### src/rtl/clause_load_sequencer.sv
// Clause load sequencer: packs a serial host word stream into per-engine
// clauses, pointer vectors and unit-clause literals, and issues one-cycle
// registered load pulses into the engine load buffer.
module clause_load_sequencer #(
  parameter int LIT_IDX_MAX = 1024,
  parameter int NUM_CLAUSE  = 8,
  parameter int CLA_LENGTH  = 3,
  parameter int NUM_ENGINE  = 1,
  parameter int CLQ_DEPTH   = 64,
  localparam int LIT_W      = $clog2(LIT_IDX_MAX) + 1,
  localparam int PTR_W      = $clog2(CLQ_DEPTH)
) (
  input  logic                                 clock,
  input  logic                                 reset,
  input  logic                                 start_in,
  input  logic [LIT_W-1:0]                     word_in,
  input  logic                                 word_valid_in,
  output logic                                 word_ready_out,
  output logic [NUM_ENGINE*CLA_LENGTH*LIT_W-1:0] clause_out,
  output logic                                 load_clause_out,
  output logic [NUM_ENGINE*PTR_W-1:0]          ptr_out,
  output logic                                 load_ptr_out,
  output logic [LIT_W-1:0]                     uc_out,
  output logic                                 load_uc_out,
  output logic                                 busy_out,
  output logic                                 done_out,
  output logic                                 err_out
);

  // One slot per (engine, literal); slot index = eng * CLA_LENGTH + lit,
  // which matches the word arrival order, so a single counter walks it.
  localparam int NUM_SLOT = NUM_ENGINE * CLA_LENGTH;
  localparam int SLOT_W   = $clog2(NUM_SLOT + 1);
  localparam int CLA_W    = $clog2(NUM_CLAUSE + 1);
  localparam int ENG_W    = $clog2(NUM_ENGINE + 1);
  localparam int CLA_BITS = NUM_SLOT * LIT_W;
  localparam int PTR_BITS = NUM_ENGINE * PTR_W;

  typedef enum logic [2:0] {
    S_IDLE,
    S_CLA,
    S_PTR,
    S_UC,
    S_DONE
  } state_t;

  state_t              state_q, state_d;
  logic [SLOT_W-1:0]   slot_q, slot_d;
  logic [CLA_W-1:0]    cla_cnt_q, cla_cnt_d;
  logic [ENG_W-1:0]    eng_q, eng_d;
  logic [CLA_BITS-1:0] asm_q, asm_d;
  logic [PTR_BITS-1:0] pasm_q, pasm_d;
  logic [CLA_BITS-1:0] clause_q, clause_d;
  logic [PTR_BITS-1:0] ptr_q, ptr_d;
  logic [LIT_W-1:0]    uc_q, uc_d;
  logic                load_clause_q, load_clause_d;
  logic                load_ptr_q, load_ptr_d;
  logic                load_uc_q, load_uc_d;
  logic                err_q, err_d;
  logic                xfer;
  logic                ptr_bad;

  // Ready depends on state only so the host never sees a valid->ready loop.
  assign word_ready_out = (state_q == S_CLA) || (state_q == S_PTR) || (state_q == S_UC);
  assign xfer           = word_valid_in && word_ready_out;
  // Negative words or words past the queue depth are out of range.
  assign ptr_bad        = word_in[LIT_W-1] || (word_in >= LIT_W'(CLQ_DEPTH));

  // Next-state, assembly and load-pulse generation.
  always_comb begin
    state_d       = state_q;
    slot_d        = slot_q;
    cla_cnt_d     = cla_cnt_q;
    eng_d         = eng_q;
    asm_d         = asm_q;
    pasm_d        = pasm_q;
    clause_d      = clause_q;
    ptr_d         = ptr_q;
    uc_d          = uc_q;
    err_d         = err_q;
    load_clause_d = 1'b0;
    load_ptr_d    = 1'b0;
    load_uc_d     = 1'b0;
    case (state_q)
      S_IDLE: begin
        if (start_in) begin
          err_d     = 1'b0;
          slot_d    = '0;
          cla_cnt_d = '0;
          eng_d     = '0;
          state_d   = S_CLA;
        end
      end
      S_CLA: begin
        if (xfer) begin
          asm_d[int'(slot_q)*LIT_W +: LIT_W] = word_in;
          if (slot_q == SLOT_W'(NUM_SLOT - 1)) begin
            // Completed group includes the word arriving this cycle.
            slot_d        = '0;
            clause_d      = asm_d;
            load_clause_d = 1'b1;
            cla_cnt_d     = cla_cnt_q + CLA_W'(1);
            if (cla_cnt_q == CLA_W'(NUM_CLAUSE - 1)) state_d = S_PTR;
          end else begin
            slot_d = slot_q + SLOT_W'(1);
          end
        end
      end
      S_PTR: begin
        if (xfer) begin
          // Out-of-range pointers are flagged but still loaded truncated.
          pasm_d[int'(eng_q)*PTR_W +: PTR_W] = word_in[PTR_W-1:0];
          if (ptr_bad) err_d = 1'b1;
          if (eng_q == ENG_W'(NUM_ENGINE - 1)) begin
            eng_d      = '0;
            ptr_d      = pasm_d;
            load_ptr_d = 1'b1;
            state_d    = S_UC;
          end else begin
            eng_d = eng_q + ENG_W'(1);
          end
        end
      end
      S_UC: begin
        if (xfer) begin
          if (word_in != '0) begin
            uc_d      = word_in;
            load_uc_d = 1'b1;
          end else begin
            state_d = S_DONE;
          end
        end
      end
      S_DONE:  state_d = S_IDLE;
      default: state_d = S_IDLE;
    endcase
  end

  // State, counters, assembly and output registers; reset discards any partial group.
  always_ff @(posedge clock) begin
    if (reset) begin
      state_q       <= S_IDLE;
      slot_q        <= '0;
      cla_cnt_q     <= '0;
      eng_q         <= '0;
      asm_q         <= '0;
      pasm_q        <= '0;
      clause_q      <= '0;
      ptr_q         <= '0;
      uc_q          <= '0;
      err_q         <= 1'b0;
      load_clause_q <= 1'b0;
      load_ptr_q    <= 1'b0;
      load_uc_q     <= 1'b0;
    end else begin
      state_q       <= state_d;
      slot_q        <= slot_d;
      cla_cnt_q     <= cla_cnt_d;
      eng_q         <= eng_d;
      asm_q         <= asm_d;
      pasm_q        <= pasm_d;
      clause_q      <= clause_d;
      ptr_q         <= ptr_d;
      uc_q          <= uc_d;
      err_q         <= err_d;
      load_clause_q <= load_clause_d;
      load_ptr_q    <= load_ptr_d;
      load_uc_q     <= load_uc_d;
    end
  end

  assign clause_out      = clause_q;
  assign load_clause_out = load_clause_q;
  assign ptr_out         = ptr_q;
  assign load_ptr_out    = load_ptr_q;
  assign uc_out          = uc_q;
  assign load_uc_out     = load_uc_q;
  assign busy_out        = word_ready_out;
  assign done_out        = (state_q == S_DONE);
  assign err_out         = err_q;

endmodule
### config.mk
export PLATFORM = sky130hd
export DESIGN_NAME = clause_load_sequencer
export DESIGN_NICKNAME = d
export VERILOG_FILES = /design/src/rtl/clause_load_sequencer.sv
export SDC_FILE = /design/constraint.sdc
export NUM_CORES = 1
export LEC_CHECK = 0
export BUFFER_PORTS_ARGS = -buffer_cell sky130_fd_sc_hd__buf_2
export CORE_ASPECT_RATIO = 0.6
export CORE_MARGIN = 4
export CORE_UTILIZATION = 45
export CTS_BUF_LIST = sky130_fd_sc_hd__clkbuf_4 sky130_fd_sc_hd__clkbuf_8 sky130_fd_sc_hd__clkbuf_16
export DETAILED_ROUTE_END_ITERATION = 8
export GPL_ROUTABILITY_DRIVEN = 0
export PLACE_DENSITY_LB_ADDON = 0.15
export SYNTH_ARGS = -nofsm -noshare
export SYNTH_HDL_FRONTEND = slang
export SYNTH_SLANG_ARGS = --single-unit
### constraint.sdc
create_clock -name clock -period 2.95 [get_ports clock]
set_input_delay 0.885 -clock clock [delete_from_list [all_inputs] [get_ports clock]]
set_output_delay 0.885 -clock clock [all_outputs]
set_load 0.05 [all_outputs]
==> flow_metrics.tcl, run 1 <==
set metrics [dict create \
    cap_viol_max_count 0 \
    mostFrequentLayoutCells "dfxtp_1 (96), nor2_1 (79), buf_2 (70)" \
    drv_slew 0 \
    die_h_um 82.51 \
    power_density_mw_per_mm2 564.8 \
    place_area_mm2 0.004583 \
    drtIter0Drc 234 \
    cp_slowest_cell "dfxtp_1" \
    final_nets 521 \
    power.internal_w 0.002096 \
    drive_gt1_share_pct 26.93 \
    crit_chain "nor2_1 > nor2_1 > buf_2" \
    cts_setup_buffers 0 \
    setup-tns-final_ns 0 \
    antenna_found_initial 0 \
    initial_core_util_pct 47.58 \
    dp_hpwl_um 6878 \
    post-place-ws_ns 0.3765 \
    avgSynthCellArea_um2 9.400 \
    p_leak_nw 1.829 \
    finalClockSkew_ns 0.004895 \
    wl_per_cell_um 16.35 \
    drc 0 \
    ys_seq_area_share_pct 46.15 \
    cts_resized 0 \
    setup_ws_ns 0.5868 \
    track_usage_pct 19.10 \
    start_kind "flip-flop" \
    cts_max_level 3 \
    end_kind "primary output" \
    cts_tree "yes" \
    yosys_warnings 0 \
    tightestPinTransition_ns 1.078 \
    syn_nets 464 \
    via_count 3295 \
    status "finished, final reports clean" \
    ys.flop_type "dfxtp_1" \
    synth.distinct_cells 40 \
    max-slew-margin-rel_pct 27.99 \
    clock-sinks 96 \
    drt-pass1-iter-count 4 \
    portBuffers 71 \
    cts_made_buffers 9 \
    overflow 0 \
    synthArstFlopShare_pct 0 \
    antenna_left 0 \
    syn_area_mm2 0.004164 \
    rsz0062_at_grt "false" \
    clockPowerShare_pct 42.7 \
    pwr-share-seq_pct 48.8 \
    die_area_mm2 0.01091 \
    critical-path-max-stage-delay_ns 0.61 \
    cts_buffer_depth 2 \
    core_mm2 0.008751 \
    worstPathArrival_ns 1.48 \
    cts-root-buf "clkbuf_16" \
    hp-class "flip-flop to flip-flop" \
    period_minus_slack_ns 2.363 \
    setup_viol 0 \
    cts_hold_buffers 0 \
    cp_data_required_time_ns 2.07 \
    ys_seq_elements 96 \
    fin_hold_ws_ns 0.4654 \
    core.rowCount 26 \
    period_share_pct 80.11 \
    peakVddDrop_mv 0.3380 \
    crit_type "flip-flop to primary output" \
    area_delta_synth_final_pct 17.34 \
    synth_edf_count 0 \
    ios 72 \
    insertion_delay_ns 0.34 \
    cp_max_fo 13 \
    finalHoldViolCount 0 \
    die_x_um 132.2 \
    combPwrFrac_pct 8.5 \
    grt_pass1_wl_um 16440 \
    synthCells 443 \
    power.switching_w 0.0006637 \
    grt_pass1_vias 3041 \
    final_util_pct 55.83 \
    clock.fmax_mhz 423.2 \
    final_common_cell "dfxtp_1" \
    clk_pin_slew_ns 0.06 \
    p_sw_share_pct 24.05 \
    diodes 0 \
    final_cell_area_mm2 0.004886 \
    viasPerCell 5.340 \
    drt-total-wl_um 10090 \
    crit_top_cell "nor2_1" \
    grt_max_degree 82 \
]
==> metrics by stage <==
step | power [W] | instances
global route | 0.002863 | 617
global placement | 0.001605 | 601
floorplan | 0.001537 | 443
CTS | 0.002785 | 617
finish | 0.002759 | 617
detailed placement | 0.001608 | 601
==> state kept, by name, indices dropped and copies added (netlist names) <==
signal	count
load_clause_out	1
load_ptr_out	1
load_uc_out	1
slot_q	2
pasm_q	6
err_out	1
clause_out	33
cla_cnt_q	4
state_q	3
asm_q	33
uc_out	11
==> worst max-delay path: cells and delay by family, from the launching register on <==
kind,cells,cell delay (ns)
flip-flops,1,0.61
AND/OR/NAND/NOR,2,0.27
buffers and inverters,1,0.27
==> layer usage <==
layer	share of wire, %	wire [um]	track usage, %	up-vias
li1	-	-	-	1666
met3	6.2	625	6.053	7
met4	0.57	57	3.838	0
met5	0	0	0	-
met2	40	4069	26.99	86
met1	53	5335	28.41	1536
==> cells by family (layout without fill, tap and decap cells) <==
| kind of cell | after synthesis | count (layout) | synth area share [%] |
|---|---|---|---|
| simple gates | 165 | 165 | 20.46 |
| compound gates | 118 | 118 | 22.54 |
| flops | 96 | 96 | 46.15 |
| buf+inv | 43 | 105 | 5.469 |
| mux | 13 | 13 | 3.155 |
| fa+ha+maj | 6 | 6 | 1.803 |
| xor+xnor | 2 | 2 | 0.4207 |
==> cells in the mapped netlist, types with 2 or more instances <==
cell      count  share of area (%)
nor4bb_1      2               0.48
nor3_1        2               0.24
nand2_1       6               0.54
nand3_1       2               0.24
dfxtp_1      96                 46
a211oi_1     37                6.7
nand4_1       4               0.60
mux2i_1      12                2.9
clkbuf_1     15                1.4
nor4_1        2               0.30
o21ai_0       2               0.24
xor2_1        2               0.42
inv_1         5               0.45
ha_1          6                1.8
buf_2        14                1.7
buf_1         2               0.18
a21oi_1      39                4.7
nor3b_1       5               0.90
a211oi_2     30                9.0
nor2b_1      37                5.6
nand2b_1     17                2.6
nor2_1       79                7.1
o21bai_1      5               0.90
buf_6         6                1.6
==> cell type report <==
cell class              instances  area [um2]
clock buffers                  11       246.5
fillers                       791        3865
multi-input cells             304        2022
well taps                     112       140.1
repair buffers                 84       480.5
clock inverters                 5       56.30
flip-flops and latches         96        1922
inverters                       5       18.77
==> final timing paths <==
kind / from / end / slack, ns / cells after the start
max reg2reg: slot_q[0] / asm_q[25] / 0.81 / 6
min: uc_out[6] / uc_out[6] / 0.47 / 2
max: state_q[0] / busy_out / 0.59 / 3
min reg2reg: uc_out[6] / uc_out[6] / 0.47 / 2
==> power groups by stage <==
| stage | registers, W | clock network (W) | logic (W) |
|---|---|---|---|
| after floorplan | 0.00137 | 0 | 0.000164 |
| after global placement | 0.00137 | 0 | 0.000231 |
| after detailed placement | 0.00138 | 0 | 0.000233 |
| after CTS | 0.00135 | 0.00120 | 0.000234 |
| after global routing | 0.00135 | 0.00125 | 0.000260 |
| final | 0.00135 | 0.00118 | 0.000234 |
No activity file was read; power rests on OpenSTA's default activity.
==> inputs of run 2 (changes only) <==
==> constraint.sdc (replaced) <==
create_clock -name clock -period 2.2 [get_ports clock]
set_input_delay 0.66 -clock clock [delete_from_list [all_inputs] [get_ports clock]]
set_output_delay 0.66 -clock clock [all_outputs]
set_load 0.05 [all_outputs]
==> run 2 against run 1 <==
Design area is 2.7% higher. First-iteration DRC count shrank 2.1%. Sequential share of layout area fell by 1.0 points. Routed wire length grew 1.0%. Via count increased by 0.82%. Non-clock buffer count is 14 higher. Clock skew increased by 0.0011 ns. Total power increased by 33%.
==> flow_metrics.tcl, run 2 (same netlist as run 1, synthesis figures left out) <==
set metrics [dict create \
    rsz0062_at_grt "false" \
    portBuffers 71 \
    critical-path-max-stage-delay_ns 0.49 \
    cts_made_buffers 9 \
    grt_max_degree 67 \
    clock.fmax_mhz 493.6 \
    power_density_mw_per_mm2 728.6 \
    period_minus_slack_ns 2.026 \
    cp_slowest_cell "dfxtp_1" \
    antenna_found_initial 0 \
    period_share_pct 92.08 \
    crit_type "flip-flop to primary output" \
    peakVddDrop_mv 0.3629 \
    diodes 0 \
    dp_hpwl_um 7036 \
    crit_chain "inv_1 > nor3_2 > buf_2" \
    antenna_left 0 \
    mostFrequentLayoutCells "dfxtp_1 (95), nor2_1 (78), buf_2 (70)" \
    drt-pass1-iter-count 4 \
    cp_max_fo 7 \
    p_leak_nw 1.906 \
    final_cell_area_mm2 0.005019 \
    core.rowCount 26 \
    status "finished, final reports clean" \
    die_x_um 132.2 \
    crit_buf_inv 2 \
    cts_hold_buffers 0 \
    final_util_pct 57.35 \
    initial_core_util_pct 47.58 \
    die_h_um 82.51 \
    via_count 3322 \
    wl_per_cell_um 16.15 \
    finalHoldViolCount 0 \
    cp_data_required_time_ns 1.54 \
    cts_buffer_depth 2 \
    grt_pass1_wl_um 16460 \
    start_kind "flip-flop" \
    drtIter0Drc 229 \
    max-slew-margin-rel_pct 57.85 \
    ios 72 \
    cts-root-buf "clkbuf_16" \
    clk_pin_slew_ns 0.06 \
    track_usage_pct 19.44 \
    area_delta_synth_final_pct 20.52 \
    whs_path_depth 2 \
    final_nets 535 \
    die_area_mm2 0.01091 \
    viasPerCell 5.265 \
    overflow 0 \
    cts_max_level 3 \
    drv_slew 0 \
    cts_tree "yes" \
    worstSetupPathDepth 3 \
    worstPathArrival_ns 1.37 \
    drc 0 \
    r2r_cells 5 \
    core_mm2 0.008751 \
    finalClockSkew_ns 0.005996 \
    clock-sinks 96 \
    end_kind "primary output" \
    final_common_cell "dfxtp_1" \
    setup-tns-final_ns 0 \
    place_area_mm2 0.004721 \
    drt-total-wl_um 10190 \
    hp-class "flip-flop to flip-flop" \
    cap_viol_max_count 0 \
    grt_pass1_vias 3142 \
    drive_gt1_share_pct 29.67 \
    crit_family "flip-flops" \
    fill_cells 779 \
    tightestPinTransition_ns 0.6294 \
    insertion_delay_ns 0.34 \
    setup_viol 0 \
]
-- run 2: repair_timing --
| item | CTS | global route |
|---|---|---|
| gates resized for setup | 0 | 2 |
| buffers inserted | 0 | 0 |
| setup endpoints to repair | 0 | 5 |
-- run 2: worst paths after layout --
check / startpoint / endpoint / slack, ns
min: uc_out[4] / uc_out[4] / 0.46
max reg2reg: slot_q[0] / asm_q[19] / 0.27
max: state_q[2] / done_out / 0.17
min reg2reg: uc_out[4] / uc_out[4] / 0.46
-- run 2: cell type report --
type,instances,area [um2],share of cell area (%)
clock buffer,14,281.5,5.610
clock inverter,2,12.51,0.2493
inverter,5,18.77,0.3740
multi-input combinational,304,2032,40.49
sequential,96,1923,38.32
tap,112,140.1,2.792
timing repair buffer,98,610.6,12.17
-- run 2: metal layers --
layer | GRT usage, % | share of wire [%]
met1 | 28.40 | 51
met2 | 27.66 | 40
met3 | 5.387 | 6.8
met4 | 6.328 | 1.6
met5 | 0 | 0
-- run 2: per-stage QoR --
step | instances | hold slack [ns] | total power (W) | setup slack (ns)
after floorplan | 443 | 0.4491 | 0.002062 | 0.1847
after global placement | 615 | 0.4540 | 0.002172 | -0.03925
after detailed placement | 615 | 0.4566 | 0.002180 | -0.1270
after CTS | 631 | 0.4678 | 0.003702 | 0.07790
after global routing | 631 | 0.4873 | 0.003803 | 0.04026
final | 631 | 0.4627 | 0.003657 | 0.1742
-- run 2: power by group --
| group | switching [W] | internal, W |
|---|---|---|
| combinational | 0.000213 | 0.000124 |
| sequential | 0.0000243 | 0.00178 |
| clock | 0.000631 | 0.000883 |
-- run 2: worst reg2reg max path, cell delays in order, from the launching register on --
cell,delay [ns]
dfxtp_1,0.43
inv_1,0.13
ha_1,0.33
and4b_1,0.49
a21oi_1,0.23
a211oi_1,0.25
